--- src/rtl/ntt_pkg.sv ---
// ntt_pkg: shared constants, FSM encoding and twiddle base offsets for the NTT stage loop
package ntt_pkg;
  localparam int N = 1024;
  localparam int D = 4;
  localparam int LOGN = 10;
  localparam int PIPE_LAT = 6;
  localparam int AW = $clog2(N);
  localparam int CNT_W = $clog2(N / (2 * D));
  typedef enum logic [1:0] {IDLE, ISSUE, DRAIN, DONE} state_t;
  // Start of each stage's twiddle block: 0,128,192,...,254 then 255,256 for the single-entry stages
  function automatic logic [8:0] tf_base(input logic [3:0] stage);
    return stage < 4'd8 ? 9'd256 - (9'd256 >> stage) : 9'd247 + 9'(stage);
  endfunction
endpackage

--- src/rtl/ntt_bf_addr_calc.sv ---
// ntt_bf_addr_calc: combinational top-operand addresses and twiddle group index for one issue slot
module ntt_bf_addr_calc
  import ntt_pkg::*;
(
  input  logic [CNT_W-1:0]  cnt,
  input  logic [3:0]        stage,
  output logic [D*AW-1:0]   top_addr,
  output logic [CNT_W-1:0]  i
);
  logic [AW-1:0] mask;
  logic [3:0] sh;
  assign mask = (AW'(N / 2) >> stage) - AW'(1);
  assign sh = 4'(LOGN - 1) - stage;
  assign i = cnt >> stage;
  // top = (k / J) * 2J + (k mod J), with J = 2^sh
  for (genvar l = 0; l < D; l++) begin : g_lane
    logic [AW-1:0] k;
    assign k = {1'b0, cnt, 2'(l)};
    assign top_addr[AW*l +: AW] = ((k >> sh) << (sh + 4'd1)) | (k & mask);
  end
endmodule

--- src/rtl/ntt_stage_scheduler.sv ---
// ntt_stage_scheduler: sequences the 10 NTT stages over the 4-lane butterfly pipe with a drain between stages
module ntt_stage_scheduler
  import ntt_pkg::*;
(
  input  logic              clk,
  input  logic              rst_n,
  input  logic              start,
  input  logic              bf_ready,
  output logic              bf_valid,
  output logic [AW-1:0]     J,
  output logic [CNT_W-1:0]  i,
  output logic [D*AW-1:0]   top_addr,
  output logic [3:0]        stage,
  output logic              busy,
  output logic              done
);
  localparam int DW = $clog2(PIPE_LAT);
  state_t state, state_nxt;
  logic [CNT_W-1:0] cnt, cnt_nxt, i_nxt;
  logic [3:0] stage_nxt;
  logic [DW-1:0] drain, drain_nxt;
  logic [D*AW-1:0] top_nxt;
  // Addresses are computed from next-state values so the registered outputs line up with ISSUE
  ntt_bf_addr_calc u_calc (
    .cnt(cnt_nxt),
    .stage(stage_nxt),
    .top_addr(top_nxt),
    .i(i_nxt)
  );
  always_comb begin
    state_nxt = state;
    cnt_nxt = cnt;
    stage_nxt = stage;
    drain_nxt = drain;
    unique case (state)
      IDLE: if (start) begin
        state_nxt = ISSUE;
        cnt_nxt = '0;
        stage_nxt = '0;
      end
      ISSUE: if (bf_ready) begin
        if (cnt == '1) begin
          state_nxt = DRAIN;
          drain_nxt = '0;
        end else cnt_nxt = cnt + 1'b1;
      end
      DRAIN: if (drain == DW'(PIPE_LAT - 1)) begin
        if (stage == 4'(LOGN - 1)) state_nxt = DONE;
        else begin
          state_nxt = ISSUE;
          stage_nxt = stage + 1'b1;
          cnt_nxt = '0;
        end
      end else drain_nxt = drain + 1'b1;
      DONE: state_nxt = IDLE;
      default: state_nxt = IDLE;
    endcase
  end
  always_ff @(posedge clk or negedge rst_n) begin
    if (!rst_n) begin
      state <= IDLE;
      cnt <= '0;
      stage <= '0;
      drain <= '0;
      bf_valid <= 1'b0;
      J <= AW'(N / 2);
      i <= '0;
      top_addr <= '0;
      busy <= 1'b0;
      done <= 1'b0;
    end else begin
      state <= state_nxt;
      cnt <= cnt_nxt;
      stage <= stage_nxt;
      drain <= drain_nxt;
      bf_valid <= state_nxt == ISSUE;
      J <= AW'(N / 2) >> stage_nxt;
      i <= i_nxt;
      top_addr <= top_nxt;
      busy <= state_nxt == ISSUE || state_nxt == DRAIN;
      done <= state_nxt == DONE;
    end
  end
endmodule

--- config.mk ---
export PLATFORM = sky130hd
export DESIGN_NAME = ntt_stage_scheduler
export DESIGN_NICKNAME = d
export VERILOG_FILES = /design/src/rtl/ntt_pkg.sv /design/src/rtl/ntt_bf_addr_calc.sv /design/src/rtl/ntt_stage_scheduler.sv
export SDC_FILE = /design/constraint.sdc
export NUM_CORES = 1
export LEC_CHECK = 0
export CAP_MARGIN = 10
export CORE_MARGIN = 1.5
export CORE_UTILIZATION = 50
export CTS_CLUSTER_SIZE = 10
export DETAILED_ROUTE_END_ITERATION = 10
export GPL_TIMING_DRIVEN = 0
export PLACE_DENSITY = 0.73
export SETUP_SLACK_MARGIN = 0.05
export SYNTH_ARGS = -nofsm -noshare
export SYNTH_HDL_FRONTEND = slang
export SYNTH_HIERARCHICAL = 1
export SYNTH_SLANG_ARGS = --single-unit
--- constraint.sdc ---
create_clock -name clk -period 5.7 [get_ports clk]
set_input_delay 1.425 -clock clk [delete_from_list [all_inputs] [get_ports clk]]
set_output_delay 1.425 -clock clk [all_outputs]
set_load 0.005 [all_outputs]
==> impl_metrics.csv, run 1 <==
group,metric,value,unit
timing,period_needed,5.40,ns
outcome,status,"completed",
synth,syn_avg_cell_area,9.56,um2
die,die_h,95.5,um
detailed_routing,drc_errors,0,
setup_path,cp_num_cells,17,
synth,synthArstFlopShare,1.00,
setup_path,path_class,"in -> reg",
synth,synth_top_area_share,0.439,
synth,synth_warnings,6,
die,start_util,0.518,
detailed_routing,wl_per_cell,17.7,um
synth,synth_top_family_by_area,"compound AO/OA/AOI/OAI gates",
setup_path,worstPathMaxFanout,12,
setup_path,rr_worst_depth,18,
finish,nFillCells,694,
timing,worst_pin_slew,0.951,ns
finish,drive_above_1_share,0.100,
synth,synthSimpleGateAreaFrac,0.171,
die,die_w,95.5,um
hold_path,worstHoldPathType,"reg -> reg",
synth,synthAdderAreaFrac,0.0381,
global_route,grt_first_pass_wirelength,18100,um
global_route,grt_overflow,0,
die,ios,68,
synth,synth_common_cells,"75 x dfrtp_1, 38 x nor2_1, 32 x nand2_1",
synth,synth_edf_count,0,
setup_path,crit_family,"buffers and inverters",
synth,yosysMostFrequentCell,"dfrtp_1",
power_and_ir_drop,irDropWorstVdd,0.000204,V
timing,final-max-slew-violation-count,0,
synth,netlist-cell-type-count,73,
synth,synth_seq_area_share,0.445,
power_and_ir_drop,pwr-share-clk,0.222,
power_and_ir_drop,p_seq_frac,0.390,
timing,skew,0.0163,ns
job,drv_cap,0,
setup_path,path_cells,"clkdlybuf4s50_1 > nor3b_1 > a21oi_1 > buf_4 > nand2_1 > o21ai_0 > buf_2 > inv_1 > clkbuf_2 > ha_1 > buf_2 > buf_1 > a22oi_1 > nand2_1 > a21oi_1 > a311oi_1 > o21ai_0",
die,rows,33,
setup_path,slowest_delay,0.49,ns
cts,clk_pin_slew,0.10,ns
synth,syn_inst,447,
setup_path,arrival,5.62,ns
power_and_ir_drop,power_per_cell_area,341,nW/um2
synth,ys_top_cells_by_area,"dfrtp_1 44%, ha_1 3.8%, nor2_1 3.3%",
synth,syn_nets,464,
synth,synth.area.mux_share,0.0527,
power_and_ir_drop,p_total,1.79,mW
setup_path,r2r_setup_slack,1.04,ns
placed_design,hpwl,8130,um
synth,synth-compound-area-share,0.225,
detailed_routing,firstDrtPassIters,5,
detailed_routing,antenna_left,0,
global_route,grtUsageTotal,0.259,
placed_design,portBuffers,66,
power_and_ir_drop,internal-power,1.15,mW
detailed_routing,drtIter0Drc,351,
setup_path,critPathLaunch,"start",
power_and_ir_drop,leakagePower,2.13,nW
finish,utilization,0.637,
cts,htreeDepth,3,
setup_path,crit_required,5.91,ns
detailed_routing,vias,3894,
power_and_ir_drop,power.switching,0.643,mW
setup_path,r2r-start,"stage[1]",
timing,tns,0,ns
global_route,grt_max_degree,77,
placed_design,pre_cts_slack,-0.303,ns
timing,whs,0.534,ns
synth,synth-seq-cells,76,
synth,yosys.area.top_type,"dfrtp_1",
timing,grt_setup_unrepaired,"yes",
cts,cts.sinks,76,
placed_design,globalplace.congestion,0.965,
cts,ctsHoldBuffers,0,
cts,cts_buffer_depth,2,
setup_path,crit_path_end,"top_addr[25]",
timing,timing.final.crit_share,0.948,
timing,setup_viol,0,
cts,cts_resized,1,
cts,clock_latency,0.36,ns
power_and_ir_drop,swShare,0.359,
cts,cts_tree,"built",
setup_path,worst_setup_path_end_kind,"register",
synth,synth.cell_area,4270,um2
detailed_routing,routed_wirelength,11200,um
timing,finalHoldViolCount,0,
finish,antenna_cells,0,
finish,fin_nets,541,
cts,postCtsSetupBuffers,0,
die,dieArea,9110,um2
cts,cts_root_buffer,"clkbuf_8",
setup_path,timing.rr.end,"top_addr[25]",
finish,syn_to_final_growth,23.1,%
global_route,antenna_found_initial,0,
setup_path,start_kind,"input pin",
setup_path,cp_num_buf_inv,7,
synth,ys.flop_type,"dfrtp_1",
synth,synth-xor-area-share,0.0263,
die,fp.coreArea,8260,um2
setup_path,critPathSlowestCell,"a311oi_1",
power_and_ir_drop,power_frac_comb,0.388,
detailed_routing,viasPerCell,6.14,
timing,maxSlewHeadroom,0.360,
timing,fmax,185,MHz
timing,fin_ws,0.296,ns
cts,numCtsBuffers,9,
global_route,grt_pass1_vias,3590,
-- worst min-delay path by stage --
stage / startpoint / to / slack, ns / cells after the start
after floorplan: drain[0] / drain[0] / 0.48 / 1
after global placement: drain[0] / drain[0] / 0.51 / 1
after detailed placement: drain[0] / drain[0] / 0.52 / 1
after CTS: drain[0] / drain[0] / 0.54 / 1
after global routing: drain[0] / drain[0] / 0.57 / 1
final: drain[0] / drain[0] / 0.53 / 1
-- flip-flops by register name (all words and copies together), names as in the netlist --
register,count
top_addr,40
J,10
cnt,7
i,7
stage,4
drain,3
state,2
bf_valid,1
busy,1
done,1
-- cell usage in the layout, fill, tap and decap left out, drive strengths merged, types with 9 or more instances in the layout --
| cell | instances |
|---|---|
| o21ai | 42 |
| buf | 16 |
| inv | 21 |
| ha | 13 |
| clkdlybuf4s50 | 65 |
| dfrtp | 75 |
| nor3 | 17 |
| nor2b | 10 |
| nand2 | 33 |
| nand3 | 12 |
| clkbuf | 19 |
| a21oi | 18 |
| nor2 | 38 |
| o211ai | 10 |
| mux2i | 9 |
-- final cells by class --
| class | instances | area [um2] | area share |
|---|---|---|---|
| repair buffers | 66 | 658 | 0.125 |
| inverters | 17 | 63.8 | 0.0121 |
| clock inverters | 7 | 65.1 | 0.0124 |
| plain buffers | 25 | 120 | 0.0228 |
| multi-input cells | 329 | 2200 | 0.417 |
| flip-flops and latches | 76 | 1900 | 0.362 |
| clock buffers | 9 | 124 | 0.0235 |
| well taps | 105 | 131 | 0.0250 |
-- power by group through the flow --
stage	clock network (mW)	logic, mW	registers (mW)
final	0.399	0.696	0.699
after global placement	0	0.671	0.706
after detailed placement	0	0.682	0.710
after floorplan	0	0.357	0.716
after CTS	0.405	0.686	0.700
after global routing	0.429	0.762	0.711
-- metal layers --
layer / part of all wire / global-route usage / up-vias
met2: 0.46 / 0.411 / 180
met3: 0.071 / 0.0463 / 18
met1: 0.45 / 0.367 / 1892
met4: 0.016 / 0.0625 / 0
li1: - / - / 1804
met5: 0 / 0 / -
-- stage by stage --
| stage | cell area [um2] | std cells |
|---|---|---|
| 3_5_place_dp | 5060 | 618 |
| 3_3_place_gp | 5070 | 618 |
| 2_1_floorplan | 4270 | 447 |
| 6_report | 5260 | 634 |
| 5_1_grt | 5260 | 634 |
| 4_1_cts | 5250 | 634 |
-- cells by family after synthesis --
| kind of cell | after synthesis |
|---|---|
| and+or+nand+nor | 146 |
| buffers and inverters | 42 |
| AOI/OAI and AO/OA | 140 |
| DFF | 76 |
| xor gates and xnor gates | 12 |
| muxes | 18 |
| adders and majority gates | 13 |
(Power assumes the default switching activity.)
==> run 2, diff against run 1 <==
--- a/config.mk
+++ b/config.mk
@@ -5,8 +5,8 @@
 export SDC_FILE = /design/constraint.sdc
 export NUM_CORES = 1
 export LEC_CHECK = 0
+export ABC_CLOCK_PERIOD_IN_PS = 5700
 export CAP_MARGIN = 10
-export CORE_MARGIN = 1.5
 export CORE_UTILIZATION = 50
 export CTS_CLUSTER_SIZE = 10
 export DETAILED_ROUTE_END_ITERATION = 10
==> impl_metrics.csv, run 2 (same netlist as run 1, synthesis figures left out) <==
group,metric,value,unit
power_and_ir_drop,leakagePower,2.14,nW
detailed_routing,route.met3.wl,800,um
detailed_routing,drc_errors,0,
hold_path,holdCritStartpoint,"drain[0]",
power_and_ir_drop,internal-power,1.19,mW
die,start_util,0.518,
placed_design,globalplace.congestion,0.971,
global_route,grt_max_degree,77,
setup_path,worst_setup_path_end_kind,"register",
placed_design,hpwl,8090,um
finish,fin_cells,634,
die,die_h,94.5,um
cts,cts_resized,0,
cts,cts_tree,"built",
setup_path,slowest_delay,0.55,ns
setup_path,arrival,5.57,ns
cts,clk_pin_slew,0.09,ns
setup_path,timing.rr.end,"top_addr[14]",
finish,finalInstanceArea,5280,um2
timing,period_needed,5.31,ns
placed_design,portBuffers,66,
finish,final_cell_mix,"75 x dfrtp_1, 65 x clkdlybuf4s50_1, 38 x nor2_1",
cts,ctsHoldBuffers,0,
setup_path,crit_required,5.96,ns
detailed_routing,vias,3839,
detailed_routing,firstDrtPassIters,5,
detailed_routing,routed_wirelength,11000,um
timing,timing.final.crit_share,0.932,
detailed_routing,wl_per_cell,17.4,um
finish,final_common_cell,"dfrtp_1",
global_route,grt_pass1_vias,3609,
detailed_routing,antenna_left,0,
outcome,status,"completed",
setup_path,rr_worst_depth,16,
power_and_ir_drop,swShare,0.343,
power_and_ir_drop,power.switching,0.623,mW
power_and_ir_drop,irDropWorstVdd,0.000182,V
setup_path,cp_num_cells,16,
detailed_routing,drtIter0Drc,236,
detailed_routing,dr.max_layer_used,"met4",
power_and_ir_drop,power_per_cell_area,343,nW/um2
die,dieArea,8920,um2
timing,fmax,188,MHz
job,drv_cap,0,
power_and_ir_drop,power_frac_comb,0.381,
cts,postCtsSetupBuffers,0,
power_and_ir_drop,p_total,1.81,mW
timing,tns,0,ns
setup_path,critPathMostFrequentCell,"buf_2",
hold_path,hold_path_depth,1,
finish,utilization,0.640,
finish,top_regs,"top_addr (40), J (10)",
placed_design,place_area,5060,um2
setup_path,crit_family,"buffers and inverters",
setup_path,critPathSlowestCell,"clkdlybuf4s50_1",
finish,drive_above_1_share,0.102,
detailed_routing,met1_length,5030,um
cts,cts_buffer_depth,2,
die,ios,68,
setup_path,path_cells,"clkdlybuf4s50_1 > nor3b_1 > a21oi_1 > buf_4 > nand2_1 > o21ai_0 > buf_2 > inv_1 > clkbuf_2 > ha_1 > buf_2 > clkbuf_2 > xnor2_1 > nand2_1 > buf_2 > o221ai_1",
cts,cts.sinks,76,
finish,largest_register_ffs,40,
setup_path,start_kind,"input pin",
detailed_routing,viasPerCell,6.06,
die,die_w,94.5,um
setup_path,cp_num_buf_inv,8,
cts,htreeDepth,3,
setup_path,path_class,"in -> reg",
cts,clock_latency,0.36,ns
global_route,grtUsageTotal,0.266,
timing,final-max-slew-violation-count,0,
finish,syn_to_final_growth,23.6,%
finish,fin_nets,541,
die,fp.coreArea,8260,um2
timing,finalHoldViolCount,0,
global_route,grt_first_pass_wirelength,18100,um
setup_path,worstPathMaxFanout,12,
placed_design,place_inst,618,
power_and_ir_drop,pwr-share-clk,0.234,
timing,skew,0.0151,ns
setup_path,r2r_setup_slack,1.16,ns
finish,largest_register,"top_addr",
power_and_ir_drop,p_seq_frac,0.384,
detailed_routing,wl_met2,5020,um
global_route,grt_overflow,0,
timing,maxSlewHeadroom,0.373,
timing,setup_viol,0,
hold_path,worstHoldPathType,"reg -> reg",
die,rows,33,
setup_path,r2r-start,"stage[0]",
cts,numCtsBuffers,9,
finish,antenna_cells,0,
global_route,antenna_found_initial,0,
timing,grt_setup_unrepaired,"no",
hold_path,min_to,"drain[0]",
timing,worst_pin_slew,0.930,ns
cts,cts_root_buffer,"clkbuf_8",
==> run 2: worst max-delay path by stage <==
stage           from      endpoint
6_report       start  top_addr[14]
5_1_grt        start  top_addr[39]
4_1_cts        start  top_addr[26]
2_1_floorplan  start  top_addr[16]
3_3_place_gp   start  top_addr[39]
3_5_place_dp   start  top_addr[26]
==> run 2: through the flow <==
| step | hold WS (ns) | setup WS, ns |
|---|---|---|
| after global routing | 0.567 | 0.0524 |
| after floorplan | 0.480 | 1.24 |
| final | 0.550 | 0.388 |
| after detailed placement | 0.526 | -0.195 |
| after CTS | 0.541 | 0.167 |
| after global placement | 0.507 | -0.128 |
==> run 2: worst register-to-register path, cell delays in order, from the launching register on <==
cell and delay (ns):
dfrtp_1 0.52, ha_1 0.22, nand3b_1 0.19, a21oi_1 0.25, buf_4 0.21, nand2_1 0.06
o21ai_0 0.22, buf_2 0.32, inv_1 0.13, clkbuf_2 0.26, ha_1 0.34, buf_2 0.17
clkbuf_2 0.22, xnor2_1 0.54, nand2_1 0.32, buf_2 0.28, o221ai_1 0.20
==> run 2: layout make-up <==
type,count,area (um2)
Tap cell,105,131
Sequential cell,76,1900
Multi-Input combinational cell,329,2200
Clock buffer,9,124
Buffer,25,120
Inverter,17,63.8
Clock inverter,7,80.1
Timing Repair Buffer,66,658
Fill cell,706,2980
==> run 2: routing by layer <==
metal,GRT usage,up-vias
li1,-,1808
met1,0.376,1857
met2,0.411,155
met3,0.0451,19
met4,0.0997,0
met5,0,-
==> run 2: power groups by stage <==
| stage | clock network, mW | registers (mW) | logic (mW) |
|---|---|---|---|
| floorplan | 0 | 0.716 | 0.357 |
| global placement | 0 | 0.706 | 0.670 |
| detailed placement | 0 | 0.707 | 0.678 |
| CTS | 0.439 | 0.698 | 0.682 |
| global route | 0.463 | 0.711 | 0.757 |
| finish | 0.425 | 0.697 | 0.691 |
==> run 3, diff against run 2 <==
--- a/config.mk
+++ b/config.mk
@@ -5,13 +5,13 @@
 export SDC_FILE = /design/constraint.sdc
 export NUM_CORES = 1
 export LEC_CHECK = 0
-export ABC_CLOCK_PERIOD_IN_PS = 5700
+export ABC_CLOCK_PERIOD_IN_PS = 4600
 export CAP_MARGIN = 10
-export CORE_UTILIZATION = 50
+export CORE_UTILIZATION = 49
 export CTS_CLUSTER_SIZE = 10
 export DETAILED_ROUTE_END_ITERATION = 10
 export GPL_TIMING_DRIVEN = 0
-export PLACE_DENSITY = 0.73
+export PLACE_DENSITY = 0.75
 export SETUP_SLACK_MARGIN = 0.05
 export SYNTH_ARGS = -nofsm -noshare
 export SYNTH_HDL_FRONTEND = slang
==> constraint.sdc (replaced) <==
create_clock -name clk -period 4.6 [get_ports clk]
set_input_delay 1.15 -clock clk [delete_from_list [all_inputs] [get_ports clk]]
set_output_delay 1.15 -clock clk [all_outputs]
set_load 0.005 [all_outputs]
==> impl_metrics.csv, run 3 (same netlist as run 1, synthesis figures left out) <==
group,metric,value,unit
outcome,status,"completed",
power_and_ir_drop,internal-power,1.60,mW
timing,timing.final.crit_share,0.960,
finish,drive_above_1_share,0.141,
detailed_routing,vias,3878,
die,fp.coreArea,8340,um2
global_route,antenna_found_initial,0,
power_and_ir_drop,irDropWorstVdd,0.000254,V
placed_design,hpwl,7910,um
global_route,grt_util_met2,0.390,
detailed_routing,drtIter0Drc,271,
finish,nFillCells,672,
finish,largest_register,"top_addr",
cts,cts_root_buffer,"clkbuf_8",
cts,clock_latency,0.36,ns
power_and_ir_drop,swShare,0.327,
placed_design,globalplace.congestion,1.01,
power_and_ir_drop,p_seq_frac,0.364,
setup_path,worst_setup_path_end_kind,"register",
cts,htreeDepth,3,
placed_design,pre_cts_slack,-1.03,ns
timing,skew,0.0102,ns
setup_path,crit_required,4.82,ns
global_route,grt_first_pass_wirelength,17700,um
timing,setup_viol,0,
global_route,grt_max_degree,77,
finish,top_regs,"top_addr (40), J (10)",
timing,fin_ws,0.185,ns
timing,final-max-slew-violation-count,0,
finish,ff_latch_area,1900,um2
finish,antenna_cells,0,
hold_path,worstHoldPathType,"reg -> reg",
finish,fin_nets,543,
power_and_ir_drop,pwr-share-clk,0.263,
timing,tns,0,ns
timing,finalHoldViolCount,0,
finish,final_cell_mix,"75 x dfrtp_1, 65 x clkdlybuf4s50_1, 37 x nor2_1",
cts,clk_pin_slew,0.09,ns
cts,ctsHoldBuffers,0,
setup_path,start_kind,"input pin",
global_route,use_met3,0.0566,
global_route,grtUsageTotal,0.254,
setup_path,path_class,"in -> reg",
die,ios,68,
power_and_ir_drop,power.switching,0.778,mW
timing,maxSlewHeadroom,0.396,
die,dieArea,9100,um2
detailed_routing,firstDrtPassIters,5,
timing,grt_setup_unrepaired,"no",
timing,whs,0.530,ns
setup_path,worstPathMaxFanout,10,
setup_path,arrival,4.63,ns
finish,multiInputGateArea,2300,um2
finish,final_common_cell,"dfrtp_1",
die,rows,33,
detailed_routing,antenna_left,0,
global_route,use_met1,0.357,
job,drv_cap,0,
cts,cts_buffer_depth,2,
power_and_ir_drop,p_total,2.38,mW
cts,numCtsBuffers,9,
cts,cts_tree,"built",
die,die_h,95.4,um
cts,cts.sinks,76,
finish,syn_to_final_growth,27.6,%
die,die_w,95.4,um
detailed_routing,wl_per_cell,17.4,um
die,start_util,0.512,
power_and_ir_drop,leakagePower,2.22,nW
placed_design,portBuffers,66,
detailed_routing,viasPerCell,6.10,
power_and_ir_drop,power_frac_comb,0.373,
timing,period_needed,4.41,ns
timing,worst_pin_slew,0.899,ns
global_route,grt_overflow,0,
global_route,busiest_layer,"met2",
timing,fmax,227,MHz
detailed_routing,routed_wirelength,11100,um
finish,largest_register_ffs,40,
power_and_ir_drop,power_per_cell_area,436,nW/um2
detailed_routing,drc_errors,0,
global_route,grt_pass1_vias,3660,
-- run 3: cell types whose count changed in the layout (fill, tap and decap cells not counted), moves of 2 or more --
cell       previous run  this run
nor3_2                0         2
bufinv_16             1         3
o21ai_0              25        23
nor3_1               17        15
ha_1                 13        10
buf_4                 2         7
ha_2                  0         3
xnor2_2               0         2
clkbuf_1              9         6
xnor2_1               8         6
-- run 3: final timing paths --
check | from | end | slack [ns] | cells past startpoint
worst max-delay path | start | top_addr[8] | 0.19 | 15
worst min-delay path | drain[0] | drain[0] | 0.53 | 1
worst max register to register | stage[0] | top_addr[26] | 0.65 | 16
worst min register to register | drain[0] | drain[0] | 0.53 | 1
max in group asynchronous | rst_n | top_addr[24] | 3.09 | 1
min in group asynchronous | rst_n | bf_valid | 0.92 | 1
-- run 3: what timing repair did --
action / CTS / global route
gates resized for setup: 14 / 16
setup buffers: 1 / 3
pin swaps: 1 / 2
setup endpoints to repair: 40 / 40
gates cloned: 0 / 0
-- run 3: power by group through the flow --
stage | Sequential [mW] | Clock, mW | Combinational, mW
floorplan | 0.887 | 0 | 0.442
global placement | 0.879 | 0 | 0.830
detailed placement | 0.880 | 0 | 0.835
CTS | 0.866 | 0.638 | 0.861
global route | 0.882 | 0.667 | 0.969
finish | 0.865 | 0.624 | 0.887
-- run 3: cell type report --
| cell class | count | area share |
|---|---|---|
| clock inverters | 7 | 0.0223 |
| flip-flops and latches | 76 | 0.349 |
| inverters | 17 | 0.0117 |
| well taps | 105 | 0.0241 |
| clock buffers | 9 | 0.0227 |
| plain buffers | 23 | 0.0229 |
| repair buffers | 70 | 0.126 |
| multi-input cells | 329 | 0.421 |
-- run 3: worst max-delay path, cell delays in order --
cell and delay (ns):
clkdlybuf4s50_1 0.53, nor3b_2 0.25, a21oi_2 0.06, buf_4 0.16, nand2_1 0.08, o21ai_2 0.14
buf_6 0.19, buf_2 0.20, inv_2 0.21, ha_1 0.54, nor4_1 0.14, o21ai_0 0.27
o21ai_0 0.24, a22oi_2 0.30, o221ai_1 0.16
-- run 3: metrics by stage --
step | instances | utilization | cell area, um2
after floorplan | 447 | - | 4270
after global placement | 618 | 0.607 | 5070
after detailed placement | 618 | 0.607 | 5060
after CTS | 634 | 0.643 | 5360
after global routing | 636 | 0.654 | 5450
final | 636 | 0.654 | 5450
-- run 3: routing by layer --
| metal | part of all wire | vias to the layer above | wire length (um) |
|---|---|---|---|
| met5 | 0 | - | 0 |
| met4 | 0.012 | 0 | 133 |
| met3 | 0.071 | 14 | 780 |
| met2 | 0.47 | 151 | 5150 |
| met1 | 0.45 | 1899 | 5000 |
| li1 | - | 1814 | - |
